### src/rtl/pipeline_stage_elastic.sv
// Generic elastic stage register with optional 2-entry skid buffer, flush, freeze and perf counters.
// Latency 1 cycle; backpressure via in_ready (registered when SKID_EN=1, combinational through out_ready otherwise).
module pipeline_stage_elastic #(
  parameter int                DATA_W    = 128,
  parameter logic [DATA_W-1:0] NOP_VALUE = '0,
  parameter bit                SKID_EN   = 1'b1,
  parameter int                CNT_W     = 16
) (
  input  logic              CLK,
  input  logic              RST,
  input  logic              flush,
  input  logic              freeze,
  input  logic              cnt_clr,
  input  logic              in_valid,
  output logic              in_ready,
  input  logic [DATA_W-1:0] in_data,
  output logic              out_valid,
  input  logic              out_ready,
  output logic [DATA_W-1:0] out_data,
  output logic [1:0]        occupancy,
  output logic [CNT_W-1:0]  stall_cnt,
  output logic [CNT_W-1:0]  bubble_cnt
);

  typedef enum logic [1:0] {
    EMPTY = 2'd0,
    ONE   = 2'd1,
    TWO   = 2'd2
  } state_t;

  localparam logic [CNT_W-1:0] CNT_MAX = '1;

  state_t            state;
  logic [DATA_W-1:0] main_q;
  logic [DATA_W-1:0] skid_q;
  logic              in_fire;
  logic              out_fire;

  // RST gates in_ready so upstream never fires into a stage held in reset
  always_comb begin
    out_valid = (state != EMPTY) & ~freeze;
    if (SKID_EN)
      in_ready = (state != TWO) & ~freeze & ~RST;
    else
      in_ready = ((state == EMPTY) | out_ready) & ~freeze & ~RST;
  end

  assign in_fire   = in_valid & in_ready;
  assign out_fire  = out_valid & out_ready;
  assign out_data  = main_q;
  assign occupancy = state;

  always_ff @(posedge CLK or posedge RST) begin
    if (RST) begin
      state  <= EMPTY;
      main_q <= NOP_VALUE;
      skid_q <= NOP_VALUE;
    end else if (flush) begin
      state  <= EMPTY;
      main_q <= NOP_VALUE;
      skid_q <= NOP_VALUE;
    end else if (!freeze) begin
      case (state)
        EMPTY: begin
          if (in_fire) begin
            state  <= ONE;
            main_q <= in_data;
          end
        end
        ONE: begin
          // in_fire without out_fire is only reachable with the skid buffer enabled
          if (in_fire && out_fire) begin
            main_q <= in_data;
          end else if (in_fire) begin
            state  <= TWO;
            skid_q <= in_data;
          end else if (out_fire) begin
            state  <= EMPTY;
            main_q <= NOP_VALUE;
          end
        end
        TWO: begin
          if (out_fire) begin
            state  <= ONE;
            main_q <= skid_q;
            skid_q <= NOP_VALUE;
          end
        end
        default: begin
          state  <= EMPTY;
          main_q <= NOP_VALUE;
          skid_q <= NOP_VALUE;
        end
      endcase
    end
  end

  always_ff @(posedge CLK or posedge RST) begin
    if (RST) begin
      stall_cnt  <= '0;
      bubble_cnt <= '0;
    end else if (cnt_clr) begin
      stall_cnt  <= '0;
      bubble_cnt <= '0;
    end else if (!freeze) begin
      if (out_valid && !out_ready && stall_cnt != CNT_MAX)
        stall_cnt <= stall_cnt + 1'b1;
      if (!out_valid && out_ready && bubble_cnt != CNT_MAX)
        bubble_cnt <= bubble_cnt + 1'b1;
    end
  end

endmodule

### config.mk
export PLATFORM = sky130hd
export DESIGN_NAME = pipeline_stage_elastic
export DESIGN_NICKNAME = d
export VERILOG_FILES = /design/src/rtl/pipeline_stage_elastic.sv
export SDC_FILE = /design/constraint.sdc
export NUM_CORES = 1
export LEC_CHECK = 0
export BUFFER_PORTS_ARGS = -buffer_cell sky130_fd_sc_hd__buf_4
export CAP_MARGIN = 0
export CORE_MARGIN = 3
export CORE_UTILIZATION = 60
export CTS_CLUSTER_SIZE = 10
export DETAILED_ROUTE_END_ITERATION = 16
export PLACE_DENSITY = 0.86
export SLEW_MARGIN = 25
export SYNTH_ARGS = -nofsm -noshare
export SYNTH_HDL_FRONTEND = slang
export SYNTH_SLANG_ARGS = --single-unit
### constraint.sdc
create_clock -name CLK -period 18.4 [get_ports CLK]
set_clock_uncertainty 0.05 [all_clocks]
set_input_delay 3.68 -clock CLK [delete_from_list [all_inputs] [get_ports CLK]]
set_output_delay 3.68 -clock CLK [all_outputs]
set_load 0.005 [all_outputs]
* Word level (Yosys, flattened, before mapping) *
Index checks and enable logic that the tools add are counted.

storage, ports and cells
  flip-flop bits (word level) = 290

cells by class
  $add $sub $neg = 2
  eq/ne operators = 15
  multiplexer cells = 26
  bitwise gates (word level) = 7
  reductions and logical operators = 16

operator list
  operator               number
  $mux 128               10
  $pmux 128 s3           2
  $mux 16                6
  $add 16x1->16 const B  2
  $ne 16x16->1 const B   2
  $reduce_and 5->1       3
  $mux 2                 7
  $ne 3x3->1 const B     4
  $ne 4x4->1 const B     3
  $ne 2x2->1 const B     3
  $pmux 2 s3             1
  $reduce_bool 2->1      3
  $and 1x1->1            5
  $logic_and 1x1->1      5
  $reduce_and 2->1       2
  $eq 2x1->1 const B     1
  $eq 2x2->1 const B     1
  $logic_not 1->1        2
  $logic_not 2->1        1
  $ne 2x1->1 const B     1
  $not 1->1              2

* Longest topological paths before layout *
  word-level depth = 9
  gate-level depth with buffers = 9
  gate-level depth less buffers = 5

* Worst setup path after synthesis *
OpenSTA, ideal clock, no wires.

  path kind = in2out
  start point = in freeze
  end point = out out_valid
  arrival time = 4.044 ns
  data required time = 14.670 ns
  setup slack = 10.626 ns
  cell stages on the path = 3
  path through = buf_6 > o21bai_4 > inv_1

between the ends
  longest elaborated chain between the ends = 2

RTL lines
  element      RTL line  text
  from (decl)  12        input logic freeze,
  $not 1->1    --
  $and 1x1->1  41        out_valid = (state != EMPTY) & ~freeze;
  to (decl)    17        output logic out_valid,

Every way passes these cells.

* Worst setup path after layout *
  start point = in freeze
  end point = out in_ready

between the ends
  longest elaborated chain between the ends = 3

RTL lines
  element                   RTL line  text
  $not 1->1                 --
  $and 1x1->1 (2 in a row)  43        in_ready = (state != TWO) & ~freeze & ~RST;
  to (decl)                 15        output logic in_ready,

Every way passes these cells.

==> run summary <==
1st-iter DRT viols = 1365
FFs w/ async S/R, synth = 100.0%
Power Dens Cells = 79.25 mW/mm^2
# resized after CTS = 0
Hold slack = 451.0 ps
Synth Cell Area = 0.01467 mm^2
Slowest cell on crit path = a211oi_1
Top cell by count, worst path = buf_4
Layout area overhead = 21.73%
Total Wirelength = 40740 um
Site Rows = 56
Post-DP HPWL = 23970 um
CTS tree = yes
Final setup violation count = 0
Antenna Nets Post-Route = 0
Register clock-pin slew on the reported worst setup and hold paths = 50 ps
IO Pins = 299
Seq/Total Area, Yosys = 49.48%
Antenna cells = 0
Worst hold path type = reg2reg
CP endpoint kind = output pin
Placed Cells = 1879
Slew Viols, Final = 0
Clk root buf = clkbuf_16
Pre-Repair DR Iteration Count = 7
Worst VDD drop = 0.00007242 V
Vias in the first global route = 12286
Largest net degree at the start of global routing = 257
Synth unique cells = 51
Clock Sinks = 290
Crit path max fanout = 10
Die Y = 162.4 um
Setup bufs post-CTS = 0
Nets = 1735
Max clock buf depth = 3
RD Place Congestion = 0.9071
All-Layer GR Usage = 30.18%
Drt wl/cell = 21.19 um
Cell count after synthesis = 1385
Yosys reg bits = 290
Outcome = finished, final reports clean
Fin crit share = 43.33%
Post-synth top flop = dfrtp_1
Worst-margin pin slew = 1142 ps
Leakage = 7.650 nW
Period minus WS final = 7973 ps
CP Data Required Time = 14670 ps
Relative slew slack = 23.88%
Global-route wire length before repair = 65180 um
Critical path startpoint category = primary input
Crit-path cells = buf_4, a211oi_1, buf_4
Mapped Nets = 1522
Setup TNS = 0 ps
CP peak stage delay = 250 ps
CP arrival = 4240 ps
Port bufs = 298
Total Power = 0.001415 W
Post-DR vias/cell = 6.468
Syn_area_per_cell = 10.59 um^2
Starting Density = 61.75%
Aggregate global routing overflow = 0
Number of max-cap violations = 0
Die width = 162.4 um
Post-CTS Hold Buffers = 0
Remaining DRCs = 0
Final cell count without fillers = 1923
RSZ-0062 raised after global routing = false
EDFF count, synth = 0
H-tree Lvls = 2
Final Hold Fails = 0
Worst-Skew Late Latency = 500 ps
Total die area = 0.02636 mm^2
Core ar. = 0.02375 mm^2
Number of antenna violations at the first check in global routing = 0
Critical path class = in2out
Vias = 12438
Share of cells above drive strength 1 = 23.25%
Fmax = 125.4 MHz
CTS Buf Count = 35
Final Core Density = 75.17%
Synth Warn # = 0
per-stage QoR:
| stage | setup slack (ps) | area (um^2) |
|---|---|---|
| 2_1_floorplan | 6664 | 14670 |
| 3_3_place_gp | 10430 | 16870 |
| 3_5_place_dp | 10440 | 16880 |
| 4_1_cts | 10440 | 17830 |
| 5_1_grt | 10400 | 17850 |
| 6_report | 10430 | 17850 |
state kept, by name, indices dropped and copies added (netlist names):
name / flops
bubble_cnt: 16
occupancy: 2
out_data: 128
skid_q: 128
stall_cnt: 16
area by class of cell:
| type | instances | area, um^2 |
|---|---|---|
| Sequential cell | 290 | 7264 |
| Multi-Input combinational cell | 943 | 6788 |
| Fill cell | 1612 | 5898 |
| Timing Repair Buffer | 314 | 2390 |
| Clock buffer | 42 | 944.7 |
| Tap cell | 319 | 399.1 |
| Inverter | 14 | 60.06 |
| Clock inverter | 1 | 8.758 |
layer usage:
| metal | up-vias | routed length (um) | track usage, % |
|---|---|---|---|
| li1 | 5611 | - | - |
| met1 | 6187 | 16460 | 40.92 |
| met2 | 555 | 19590 | 48.90 |
| met3 | 85 | 3479 | 6.307 |
| met4 | 0 | 1217 | 10.16 |
| met5 | - | 0 | 0 |
placed cells by master, fill, tap and decap left out, types with 2 or more instances in the layout:
cell       instances
buf_4            310
dfrtp_1          288
nand3_1          141
o21ai_0          135
nand2b_1         130
mux2i_1          129
o2bb2ai_1        128
a22o_1           128
clkbuf_16         37
a21oi_1           22
or4_1             14
inv_1             13
nor2_1            13
nand4_1           13
nand2_1           12
o31ai_1           10
nor4_1             7
nor2b_1            7
mux2_2             6
clkbuf_1           5
and3_1             4
o41ai_1            4
nor3_1             3
or3_1              3
a21oi_4            2
nor3_2             2
nor3b_1            2
a311oi_1           2
or2_2              2
o311ai_0           2
ha_1               2
buf_12             2
dfrtp_4            2
buf_6              2
cells by family after synthesis:
family,synth area share [%]
AOI/OAI and AO/OA,22.40
adders and majority gates,0.1706
buffers and inverters,4.478
DFF,49.48
muxes,9.264
and+or+nand+nor,14.21
worst max-delay path: cells and delay by family:
| kind | cells | cell delay [ps] |
|---|---|---|
| AOI/OAI and AO/OA | 1 | 250 |
| buffers and inverters | 2 | 320 |
cell usage after synthesis (6+ instances only):
master / count / area (um^2)
a22o_1: 128 / 1121
buf_4: 6 / 45.04
clkbuf_1: 82 / 307.8
nand2_1: 12 / 45.04
o31ai_1: 10 / 75.07
buf_1: 9 / 33.78
mux2i_1: 129 / 1291
o2bb2ai_1: 128 / 1121
nand2b_1: 130 / 813.3
buf_2: 39 / 195.2
nand3_1: 141 / 705.7
nor2_1: 13 / 48.80
mux2_2: 6 / 67.56
dfrtp_1: 290 / 7257
o21ai_0: 135 / 675.7
inv_1: 14 / 52.55
a21oi_1: 23 / 115.1
or4_1: 14 / 105.1
nand4_1: 13 / 81.33
nor4_1: 7 / 43.79
nor2b_1: 7 / 43.79
final timing paths:
kind | startpoint | end | slack [ps] | cells after the start
setup / recovery | freeze | in_ready | 10430 | 3
hold / removal | out_data[52]$_DFFE_PP0P_ | out_data[52]$_DFFE_PP0P_ | 450 | 1
setup reg to reg | occupancy[0]$_DFFE_PP0P_ | out_data[84]$_DFFE_PP0P_ | 14720 | 5
hold reg to reg | out_data[52]$_DFFE_PP0P_ | out_data[52]$_DFFE_PP0P_ | 450 | 1
max in group asynchronous | RST | skid_q[100]$_DFFE_PP0P_ | 13580 | 4
min in group asynchronous | RST | bubble_cnt[2]$_DFFE_PP0P_ | 3350 | 2
power by group:
| group | switching [W] | internal [W] | leakage (nW) |
|---|---|---|---|
| sequential | 0.0000149 | 0.000653 | 4.02 |
| clock | 0.000245 | 0.000357 | 0.466 |
| combinational | 0.0000790 | 0.0000667 | 3.17 |
| total | 0.000339 | 0.00108 | 7.65 |
Note: power is estimated with default switching activity, not from simulation.
